## src/rtl/score_pkg.sv

```systemverilog
// Shared constants and state type for the line-clear flash controller.
package score_pkg;

   localparam int unsigned MODE_RESTART = 0;
   localparam int unsigned MODE_EXTEND  = 1;

   typedef enum logic {
      ST_IDLE   = 1'b0,
      ST_ACTIVE = 1'b1
   } flash_state_e;

endpackage

```

## src/rtl/hit_duration_lut.sv

```systemverilog
// Flash duration for a line-clear count: D(n) = n*(n+2), saturated to the countdown width.
module hit_duration_lut #(
   parameter int unsigned LINE_W = 3,
   parameter int unsigned TIME_W = 6
) (
   input  logic [LINE_W-1:0] line_count_i,
   output logic [TIME_W-1:0] duration_o
);

   // Product is evaluated wide enough that it can never wrap before the saturation test.
   localparam int unsigned PROD_W = 2 * LINE_W + 2;
   localparam int unsigned CMP_W  = ((PROD_W > TIME_W) ? PROD_W : TIME_W) + 1;
   localparam logic [CMP_W-1:0] DUR_MAX = {{(CMP_W - TIME_W){1'b0}}, {TIME_W{1'b1}}};

   logic [CMP_W-1:0] n_ext;
   logic [CMP_W-1:0] prod;

   always_comb begin
      n_ext      = CMP_W'(line_count_i);
      prod       = n_ext * (n_ext + CMP_W'(2));
      duration_o = (prod > DUR_MAX) ? '1 : prod[TIME_W-1:0];
   end

endmodule

```

## src/rtl/hit_flash_ctrl.sv

```systemverilog
// Line-clear flash window: countdown, combo counter, blink phase and end-of-window pulse.
module hit_flash_ctrl
   import score_pkg::*;
#(
   parameter int unsigned LINE_W    = 3,
   parameter int unsigned TIME_W    = 6,
   parameter int unsigned BLINK_DIV = 4,
   parameter int unsigned MODE      = MODE_RESTART
) (
   input  logic              clk,
   input  logic              rst,
   input  logic              hit,
   input  logic [LINE_W-1:0] lineCount,
   output logic              hitTime,
   output logic              blink,
   output logic [LINE_W-1:0] comboLevel,
   output logic [TIME_W-1:0] remaining,
   output logic              done
);

   localparam int unsigned DIV_W = (BLINK_DIV > 1) ? $clog2(BLINK_DIV) : 1;
   localparam logic [DIV_W-1:0] DIV_LAST = DIV_W'(BLINK_DIV - 1);

   flash_state_e      state_q, state_d;
   logic [TIME_W-1:0] remaining_q, remaining_d;
   logic [LINE_W-1:0] combo_q, combo_d;
   logic [DIV_W-1:0]  div_q, div_d;
   logic              hit_time_q, hit_time_d;
   logic              blink_q, blink_d;
   logic              done_q, done_d;
   logic              hit_valid;
   logic [TIME_W-1:0] dur;

   hit_duration_lut #(
      .LINE_W (LINE_W),
      .TIME_W (TIME_W)
   ) u_lut (
      .line_count_i (lineCount),
      .duration_o   (dur)
   );

   assign hit_valid = hit && (lineCount != '0);

   always_ff @(posedge clk) begin
      if (rst) begin
         state_q     <= ST_IDLE;
         remaining_q <= '0;
         combo_q     <= '0;
         div_q       <= '0;
         hit_time_q  <= 1'b0;
         blink_q     <= 1'b0;
         done_q      <= 1'b0;
      end else begin
         state_q     <= state_d;
         remaining_q <= remaining_d;
         combo_q     <= combo_d;
         div_q       <= div_d;
         hit_time_q  <= hit_time_d;
         blink_q     <= blink_d;
         done_q      <= done_d;
      end
   end

   always_comb begin
      state_d     = state_q;
      remaining_d = remaining_q;
      combo_d     = combo_q;
      div_d       = div_q;
      hit_time_d  = hit_time_q;
      blink_d     = blink_q;
      done_d      = 1'b0;

      unique case (state_q)
         ST_IDLE: begin
            if (hit_valid) begin
               state_d     = ST_ACTIVE;
               remaining_d = dur;
               combo_d     = LINE_W'(1);
               div_d       = '0;
               hit_time_d  = 1'b1;
               blink_d     = 1'b1;
            end
         end

         ST_ACTIVE: begin
            // A retrigger wins over expiry and suppresses the decrement on its edge.
            if (hit_valid) begin
               if ((MODE == MODE_EXTEND) && (remaining_q > dur)) begin
                  remaining_d = remaining_q;
               end else begin
                  remaining_d = dur;
               end
               if (combo_q != '1) begin
                  combo_d = combo_q + LINE_W'(1);
               end
               div_d   = '0;
               blink_d = 1'b1;
            end else if (remaining_q == '0) begin
               state_d    = ST_IDLE;
               combo_d    = '0;
               div_d      = '0;
               hit_time_d = 1'b0;
               blink_d    = 1'b0;
               done_d     = 1'b1;
            end else begin
               remaining_d = remaining_q - TIME_W'(1);
               if (div_q == DIV_LAST) begin
                  div_d   = '0;
                  blink_d = ~blink_q;
               end else begin
                  div_d = div_q + DIV_W'(1);
               end
            end
         end

         default: begin
            state_d = ST_IDLE;
         end
      endcase
   end

   assign hitTime    = hit_time_q;
   assign blink      = blink_q;
   assign comboLevel = combo_q;
   assign remaining  = remaining_q;
   assign done       = done_q;

endmodule

```

## config.mk

```make
export PLATFORM = sky130hd
export DESIGN_NAME = hit_flash_ctrl
export DESIGN_NICKNAME = d
export VERILOG_FILES = /design/src/rtl/score_pkg.sv /design/src/rtl/hit_duration_lut.sv /design/src/rtl/hit_flash_ctrl.sv
export SDC_FILE = /design/constraint.sdc
export NUM_CORES = 1
export LEC_CHECK = 0
export ABC_AREA = 1
export ABC_CLOCK_PERIOD_IN_PS = 4300
export CAP_MARGIN = 10
export CORE_MARGIN = 2
export CORE_UTILIZATION = 42
export CTS_CLUSTER_DIAMETER = 60
export DETAILED_ROUTE_END_ITERATION = 8
export DONT_BUFFER_PORTS = 1
export PLACE_DENSITY = 0.68
export SYNTH_ARGS = -nofsm -noshare
export SYNTH_HDL_FRONTEND = slang
export SYNTH_HIERARCHICAL = 1
export SYNTH_SLANG_ARGS = --single-unit
```

## constraint.sdc

```tcl
create_clock -name clk -period 4.3 [get_ports clk]
set_input_delay 0.645 -clock clk [delete_from_list [all_inputs] [get_ports clk]]
set_output_delay 0.645 -clock clk [all_outputs]
set_load 0.02 [all_outputs]
```

==> impl_metrics.csv, run 1 <==
group,metric,value,unit
critical_path,crit_path_top_delay_cell,"ha_1",
die,fp.coreArea,2980,um^2
worst_hold_path,min_from,"rst",
critical_path,crit_type,"in2reg",
pwr,powerDensity,305,nW/um^2
die,die_h,59.4,um
clocking,clk_transition_reported_paths,90,ps
critical_path,crit_buf_inv,3,
sta,finalCritPeriodShare,0.542,
clocking,clock_latency,280,ps
pwr,vdd_drop_max,0.0820,mV
clocking,hold_buffers,0,
synthesis,avgSynthCellArea,6.78,um^2
critical_path,critical_path.endpoint,"remaining[2]$_SDFFE_PP0P_",
critical_path,path_cells,"inv_1 -> ha_1 -> nor2_1 -> ha_1 -> ha_1 -> inv_1 -> fa_1 -> inv_1 -> o21ai_2 -> nand2_1 -> or2_1 -> nand2_1 -> o21ai_2 -> nor2_1 -> nor2_1",
placement,port-buffer-count,0,
synthesis,async_flop_share,0,
sta,fmax,429,MHz
clocking,cts_tree,"yes",
synthesis,synth.cell_area,1290,um^2
critical_path,critPathLaunch,"lineCount[1]",
cells_and_area,drive_gt1_frac,0.146,
synthesis,yosysTopAreaCellShare,0.233,
synthesis,synth_edf_count,0,
critical_path,r2r_start,"remaining[0]$_SDFFE_PP0P_",
critical_path,cp.required,4490,ps
die,start_util,0.433,
critical_path,cpPeakStageDelay,300,ps
drt,route.final.wire_length,2400,um
placement,post-dp-hpwl,1950,um
clocking,cts_buffers,3,
sta,whs,409,ps
synthesis,synth_flop_cell,"dfxtp_1",
sta,finClkSkew,1.92,ps
cells_and_area,final_nets,214,
drt,drcViolationCount,0,
synthesis,syn_inst,190,
grt,grt_remaining_overflow,0,
clocking,post_cts.repair.setup_buffers,0,
sta,hold_viol,0,
synthesis,syn_nets,211,
clocking,clock_path_buffers,2,
cells_and_area,fin_util,0.448,
synthesis,synth_warnings,6,
grt,gr-usage-all-layers,0.145,
critical_path,cpLargestDelayFamily,"adder cells",
sta,slew_viol_final,0,
drt,routed-via-count,1066,
critical_path,crit_cells,15,
cells_and_area,diodes,0,
synthesis,ys_seq_area_frac,0.233,
critical_path,crit_path_end_kind,"register",
placement,pre_cts_slack,1650,ps
die,die_x,59.4,um
placement,gp_congestion,0.795,
drt,drtIter0Drc,43,
sta,post-route-min-period,2330,ps
sta,tns,0,ps
critical_path,r2r_slack,2710,ps
synthesis,yosysUniqueCellTypes,30,
sta,setup_violations,0,
pwr,p_leak,0.729,nW
critical_path,reg2regPathDepth,9,
drt,dr.pass1.iters,4,
clocking,root_buffer,"clkbuf_4",
critical_path,timing.rr.end,"remaining[4]$_SDFFE_PP0P_",
drt,vias_per_cell,4.74,
synthesis,synth_top_area_cell,"dfxtp_1",
critical_path,worstPathArrival,2520,ps
cells_and_area,syn_to_final_growth,3.50,%
cells_and_area,finalNonFillerCells,225,
drt,wl_per_cell,10.7,um
synthesis,synthTopCellsByCount,"nand2_1 (54), inv_1 (29), nor2_1 (16)",
critical_path,crit_fanout,8,
placement,dp_cells,221,
clocking,cts_sinks,15,
flow_run,maxCapViolations,0,
synthesis,synth_most_common_cell,"nand2_1",
clocking,ctsResizeCount,0,
grt,grt_pass1_vias,951,
synthesis,ys_ff_latch,15,
synthesis,synth.top_cells.by_area,"dfxtp_1 (23%), nand2_1 (16%), ha_1 (14%)",
die,die_area,3530,um^2
sta,rsz0062_at_grt,"no",
sta,worst_pin_slew,447,ps
die,io_pins,18,
die,num_rows,20,
run_status,status,"completed",
drt,drtAntennaViolNets,0,
grt,grt_pass1_wl,3930,um
grt,grt_start_max_net_pins,14,
grt,antenna_found_initial,0,
cells_and_area,final.fill_count,321,
critical_path,startpoint_type,"primary input",
sta,fin_ws,1970,ps
worst_hold_path,hp-class,"in2reg",
clocking,cts-htree-levels,1,
sta,slew_headroom,0.702,
[worst register-to-register path: stages (launching register included)]
cell,delay (ps)
dfxtp_1,490
inv_1,160
ha_1,280
nand3_2,130
nand2_2,70
nand2_4,130
inv_4,60
nor2_4,100
nand2_1,60
nand2_1,60
[cell families after synthesis]
kind of cell,after synthesis,share of synthesized area
flops,15,0.233
fa+ha+maj,15,0.151
buf+inv,34,0.113
simple gates,108,0.417
compound gates,17,0.0796
xor+xnor,1,0.00680
[layout make-up]
class                   count  area, um^2  area share
well taps                  33        41.3      0.0310
clock buffers               4        26.3      0.0197
multi-input cells         141         843       0.632
inverters                  32         123      0.0919
flip-flops and latches     15         300       0.225
[layer usage]
metal  wire length (um)  up-vias  track usage
met5                  0        -            0
met4                 43        0       0.0584
met3                 87        5       0.0175
met2               1070       20        0.220
met1               1200      450        0.207
li1                   -      591            -
[placed cells by master (no fill, tap or decap), types with 3 or more instances in the layout]
master	n
nand3_1	14
o21ai_2	3
nand2_2	7
dfxtp_1	15
a21oi_1	5
clkbuf_4	3
o21ai_0	3
inv_1	29
nor2_1	16
o21ai_1	4
nor2_2	4
ha_1	14
nand2_1	54
[worst min-delay path by stage]
stage | end | slack (ps) | cells after the start
after floorplan | div_q[0]$_SDFFE_PP0P_ | 460 | 2
after global placement | div_q[0]$_SDFFE_PP0P_ | 490 | 2
after detailed placement | div_q[0]$_SDFFE_PP0P_ | 490 | 2
after CTS | remaining[5]$_SDFFE_PP0P_ | 400 | 1
after global routing | remaining[5]$_SDFFE_PP0P_ | 400 | 1
final | remaining[5]$_SDFFE_PP0P_ | 410 | 1
[where the power goes]
| group | switching [mW] | internal, mW |
|---|---|---|
| combinational | 0.0825 | 0.0532 |
| sequential | 0.0355 | 0.154 |
| clock | 0.0460 | 0.0361 |
[registers in the layout (all words and copies together) (netlist names)]
register,count
div_q,2
blink,1
done,1
comboLevel,3
remaining,6
state_q,1
hitTime,1
[stage by stage]
step,instance area (um^2),total power [mW]
CTS,1330,0.410
global route,1330,0.437
floorplan,1290,0.307
global placement,1310,0.328
finish,1330,0.407
detailed placement,1310,0.330
(Power assumes the default switching activity.)
==> run 2, diff against run 1 <==
--- a/config.mk
+++ b/config.mk
@@ -6,7 +6,7 @@
 export NUM_CORES = 1
 export LEC_CHECK = 0
 export ABC_AREA = 1
-export ABC_CLOCK_PERIOD_IN_PS = 4300
+export ABC_CLOCK_PERIOD_IN_PS = 2350
 export CAP_MARGIN = 10
 export CORE_MARGIN = 2
 export CORE_UTILIZATION = 42
==> constraint.sdc (replaced) <==
create_clock -name clk -period 2.35 [get_ports clk]
set_input_delay 0.3525 -clock clk [delete_from_list [all_inputs] [get_ports clk]]
set_output_delay 0.3525 -clock clk [all_outputs]
set_load 0.02 [all_outputs]
==> run 2 against run 1 <==
  * Cell count did not move
  * Worst hold slack got worse by 300 ps
  * Clock power grew 89%
==> impl_metrics.csv, run 2 (same netlist as run 1, synthesis figures left out) <==
group,metric,value,unit
critical_path,r2r_start,"remaining[0]$_SDFFE_PP0P_",
drt,route.final.wire_length,2550,um
drt,wl_per_cell,11.3,um
pwr,powerDensity,564,nW/um^2
critical_path,crit_fanout,8,
placement,dp_cells,221,
critical_path,critPathLaunch,"lineCount[1]",
clocking,clock_latency,290,ps
grt,grt_pass1_wl,4240,um
sta,tns,0,ps
die,io_pins,18,
critical_path,timing.rr.end,"remaining[3]$_SDFFE_PP0P_",
critical_path,crit_path_top_delay_cell,"ha_1",
cells_and_area,fin_area,1340,um^2
worst_hold_path,hp-class,"in2reg",
clocking,clk_transition_reported_paths,100,ps
sta,worst_pin_slew,465,ps
clocking,cts-htree-levels,1,
critical_path,crit_type,"in2reg",
critical_path,path_cells,"inv_1 -> ha_1 -> nor2_1 -> ha_1 -> ha_1 -> inv_1 -> fa_1 -> inv_1 -> o21ai_2 -> nand2_1 -> or2_1 -> nand2_1 -> o21ai_2 -> nor2_1 -> nor2_1",
critical_path,r2r_slack,760,ps
cells_and_area,finalNonFillerCells,225,
drt,dr.pass1.iters,4,
cells_and_area,drive_gt1_frac,0.151,
cells_and_area,largest_reg_flops,6,
sta,fmax,482,MHz
die,num_rows,20,
clocking,ctsResizeCount,0,
drt,vias_per_cell,4.90,
sta,finalCritPeriodShare,0.882,
clocking,hold_buffers,0,
cells_and_area,final_common_cell,"nand2_1",
sta,rsz0062_at_grt,"no",
critical_path,cpPeakStageDelay,300,ps
sta,post-route-min-period,2070,ps
clocking,cts_buffers,3,
critical_path,startpoint_type,"primary input",
sta,slew_headroom,0.689,
pwr,vdd_drop_max,0.153,mV
die,die_x,59.4,um
critical_path,reg2regPathDepth,9,
cells_and_area,fin_util,0.448,
die,die_area,3530,um^2
drt,routed-via-count,1102,
clocking,post_cts.repair.setup_buffers,0,
placement,place_area,1310,um^2
critical_path,critical_path.endpoint,"remaining[2]$_SDFFE_PP0P_",
sta,setup_violations,0,
drt,drtIter0Drc,44,
clocking,root_buffer,"clkbuf_4",
clocking,cts_sinks,15,
clocking,clock_path_buffers,2,
sta,finClkSkew,5.44,ps
critical_path,crit_path_end_kind,"register",
grt,grt_start_max_net_pins,14,
grt,antenna_found_initial,0,
grt,gr-usage-all-layers,0.158,
pwr,p_leak,0.732,nW
placement,post-dp-hpwl,1990,um
cells_and_area,final_nets,214,
sta,slew_viol_final,0,
placement,port-buffer-count,0,
clocking,cts_tree,"yes",
critical_path,cp.required,2540,ps
cells_and_area,layout.cells.most_common_list,"nand2_1 (54), inv_1 (29), nor2_1 (16)",
sta,hold_viol,0,
die,fp.coreArea,2980,um^2
grt,grt_remaining_overflow,0,
grt,grt_pass1_vias,1007,
run_status,status,"completed",
pwr,finalPower,0.753,mW
placement,gp_congestion,0.793,
critical_path,worstPathArrival,2260,ps
cells_and_area,syn_to_final_growth,3.59,%
cells_and_area,diodes,0,
die,die_h,59.4,um
drt,drtAntennaViolNets,0,
flow_run,maxCapViolations,0,
die,start_util,0.433,
drt,drcViolationCount,0,
worst_hold_path,hold_depth,1,
## run 2: cell count changes in the layout (fill, tap and decap cells not counted)
cell,previous run,this run
clkinv_2,0,1
clkbuf_1,1,0
## run 2: worst min-delay path by stage
stage | startpoint | end | slack (ps)
after floorplan | rst | remaining[5]$_SDFFE_PP0P_ | 410
after global placement | rst | comboLevel[2]$_SDFFE_PP0P_ | 420
after detailed placement | rst | remaining[5]$_SDFFE_PP0P_ | 420
after CTS | rst | remaining[5]$_SDFFE_PP0P_ | 100
after global routing | rst | remaining[5]$_SDFFE_PP0P_ | 100
final | rst | remaining[5]$_SDFFE_PP0P_ | 100
## run 2: power breakdown
part | internal, mW | switching [mW]
sequential | 0.281 | 0.0650
combinational | 0.0977 | 0.154
clock | 0.0633 | 0.0919
## run 2: layout make-up
cell class	count	area, um^2
fill	312	1640
multi-input combinational	141	843
sequential	15	300
inverter	32	123
tap	33	41.3
clock buffer	3	22.5
clock inverter	1	5.00
## run 2: per-layer routing
layer | GRT usage | wire, um | up-vias
met4 | 0.0682 | 25 | 0
met5 | 0 | 0 | -
met1 | 0.213 | 1230 | 479
met3 | 0.0240 | 106 | 2
met2 | 0.248 | 1190 | 29
li1 | - | - | 592
## run 2: critical path: cells and delay by family
family | cells | cell delay (ps)
buffers and inverters | 3 | 170
adder cells (fa/ha/maj) | 4 | 940
AND/OR/NAND/NOR | 6 | 620
AO/OA/AOI/OAI | 2 | 170
## run 2: metrics by stage
stage	worst slack [ps]	hold WS, ps
6_report	276	105
2_1_floorplan	120	415
3_5_place_dp	-44.8	417
3_3_place_gp	31.2	421
4_1_cts	269	99.4
5_1_grt	65.7	99.5
==> run 3, diff against run 2 <==
--- a/config.mk
+++ b/config.mk
@@ -8,12 +8,14 @@
 export ABC_AREA = 1
 export ABC_CLOCK_PERIOD_IN_PS = 2350
 export CAP_MARGIN = 10
+export CELL_PAD_IN_SITES_DETAIL_PLACEMENT = 0
+export CELL_PAD_IN_SITES_GLOBAL_PLACEMENT = 2
 export CORE_MARGIN = 2
-export CORE_UTILIZATION = 42
+export CORE_UTILIZATION = 34
 export CTS_CLUSTER_DIAMETER = 60
 export DETAILED_ROUTE_END_ITERATION = 8
 export DONT_BUFFER_PORTS = 1
-export PLACE_DENSITY = 0.68
+export PLACE_DENSITY = 0.89
 export SYNTH_ARGS = -nofsm -noshare
 export SYNTH_HDL_FRONTEND = slang
 export SYNTH_HIERARCHICAL = 1
==> constraint.sdc (replaced) <==
create_clock -name clk -period 2.35 [get_ports clk]
set_input_delay 0.3525 -clock clk [delete_from_list [all_inputs] [get_ports clk]]
set_output_delay 0.3525 -clock clk [all_outputs]
set_load 0.01 [all_outputs]
==> run 3 against run 2 <==
  * Fmax shrank 3.7%
  * Count of clock-buffer cells in the layout grew 1
  * Final area grew 5.2%
  * Combinational power is essentially flat
  * Critical path depth is the same
  * Sequential power shrank 5%
  * Critical path type unchanged
==> impl_metrics.csv, run 3 (same netlist as run 1, synthesis figures left out) <==
group,metric,value,unit
critical_path,worstPathArrival,2300,ps
clocking,clock_latency,250,ps
run_status,status,"completed",
grt,grt_pass1_vias,1148,
pwr,p_clk_frac,0.266,
cells_and_area,regArea,300,um^2
critical_path,r2r_start,"remaining[0]$_SDFFE_PP0P_",
critical_path,cp.required,2490,ps
clocking,root_buffer,"clkbuf_8",
grt,antenna_found_initial,0,
critical_path,critPathLaunch,"lineCount[1]",
critical_path,crit_path_end_kind,"register",
placement,post-dp-hpwl,2130,um
cells_and_area,final.fill_count,391,
drt,vias_per_cell,4.69,
grt,gr-usage-all-layers,0.145,
die,num_rows,22,
die,io_pins,18,
flow_run,maxCapViolations,0,
drt,drtAntennaViolNets,0,
sta,slew_viol_final,0,
placement,place_area,1330,um^2
die,die_x,65.6,um
pwr,swShare,0.369,
sta,post-route-min-period,2150,ps
drt,wl_per_cell,11.1,um
pwr,finalPower,0.796,mW
cells_and_area,largest_reg_flops,6,
critical_path,crit_buf_inv,3,
sta,worst_pin_slew,476,ps
critical_path,cpPeakStageDelay,290,ps
critical_path,cpLargestDelayFamily,"adder cells",
critical_path,path_cells,"inv_1 -> ha_4 -> nor2_1 -> ha_1 -> ha_1 -> inv_1 -> fa_2 -> inv_1 -> o21ai_2 -> nand2_2 -> or2_1 -> nand2_1 -> o21ai_2 -> nor2_1 -> nor2_1",
grt,grt_start_max_net_pins,14,
cells_and_area,syn_to_final_growth,8.93,%
placement,port-buffer-count,0,
worst_hold_path,holdPathEnd,"remaining[5]$_SDFFE_PP0P_",
clocking,clk_transition_reported_paths,60,ps
sta,fmax,465,MHz
clocking,cts-htree-levels,1,
critical_path,startpoint_type,"primary input",
critical_path,crit_type,"in2reg",
drt,dr.pass1.iters,4,
die,die_area,4300,um^2
sta,setup_violations,0,
sta,hold_viol,0,
cells_and_area,diodes,0,
sta,rsz0062_at_grt,"no",
critical_path,r2r_slack,870,ps
die,die_h,65.6,um
cells_and_area,multi_input_area,861,um^2
worst_hold_path,hp-class,"in2reg",
drt,routed-via-count,1136,
cells_and_area,fin_util,0.383,
drt,drtIter0Drc,27,
cells_and_area,final_common_cell,"nand2_1",
clocking,cts_tree,"yes",
drt,route.final.wire_length,2700,um
die,fp.coreArea,3660,um^2
clocking,cts_buffers,3,
placement,gp_congestion,0.858,
grt,grt_pass1_wl,4890,um
cells_and_area,drive_gt1_frac,0.170,
sta,finClkSkew,4.70,ps
drt,drcViolationCount,0,
clocking,clock_path_buffers,2,
pwr,p_int,0.503,mW
cells_and_area,layout.cells.most_common_list,"nand2_1 (53), inv_1 (29), nor2_1 (16)",
clocking,cts_sinks,15,
critical_path,crit_path_top_delay_cell,"ha_1",
pwr,powerDensity,567,nW/um^2
pwr,vdd_drop_max,0.298,mV
pwr,pwr-share-seq,0.415,
pwr,p_comb_frac,0.319,
worst_hold_path,min_from,"rst",
sta,slew_headroom,0.682,
pwr,power.switching,0.294,mW
worst_hold_path,hold_depth,1,
grt,grt_remaining_overflow,0,
cells_and_area,fin_area,1400,um^2
pwr,p_leak,0.746,nW
clocking,hold_buffers,0,
die,start_util,0.352,
critical_path,timing.rr.end,"remaining[3]$_SDFFE_PP0P_",
critical_path,reg2regPathDepth,9,
sta,finalCritPeriodShare,0.916,
critical_path,crit_fanout,8,
critical_path,crit_cells,15,
cells_and_area,final_nets,216,
-- run 3: worst max path at each step --
stage / end / slack [ps]
4_1_cts: remaining[2]$_SDFFE_PP0P_ / 230
3_3_place_gp: remaining[2]$_SDFFE_PP0P_ / 0.3
5_1_grt: remaining[2]$_SDFFE_PP0P_ / 0.3
6_report: remaining[2]$_SDFFE_PP0P_ / 200
2_1_floorplan: remaining[2]$_SDFFE_PP0P_ / 120
3_5_place_dp: remaining[2]$_SDFFE_PP0P_ / -30
-- run 3: final cells by class --
cell class	instances	share of cell area
clock buffers	4	0.0321
inverters	32	0.0873
multi-input cells	141	0.613
flip-flops and latches	15	0.214
well taps	48	0.0428
repair buffers	2	0.0107
-- run 3: timing repair --
action | 4_1_cts | 5_1_grt
buffers inserted | 0 | 1
resized for setup | 0 | 3
endpoints found under the setup margin | 0 | 1
-- run 3: metrics by stage --
step                      hold slack, ps  setup slack (ps)  TNS, ps  cells
final                                157               197        0    242
after global routing                 139             0.257        0    242
after CTS                            148               230        0    241
after detailed placement             418             -31.3    -31.3    237
after global placement               419             0.312        0    237
after floorplan                      415               120        0    190
-- run 3: power groups by stage --
stage	logic [mW]	clock network (mW)	registers [mW]
2_1_floorplan	0.223	0	0.321
5_1_grt	0.300	0.243	0.336
3_5_place_dp	0.253	0	0.337
4_1_cts	0.254	0.225	0.331
6_report	0.254	0.212	0.330
3_3_place_gp	0.251	0	0.336
-- run 3: layer usage --
metal	global-route usage	wire length, um	share of wire
met5	0	0	0
met4	0.0313	44	0.016
met3	0.0462	124	0.046
met2	0.250	1300	0.48
met1	0.177	1230	0.45
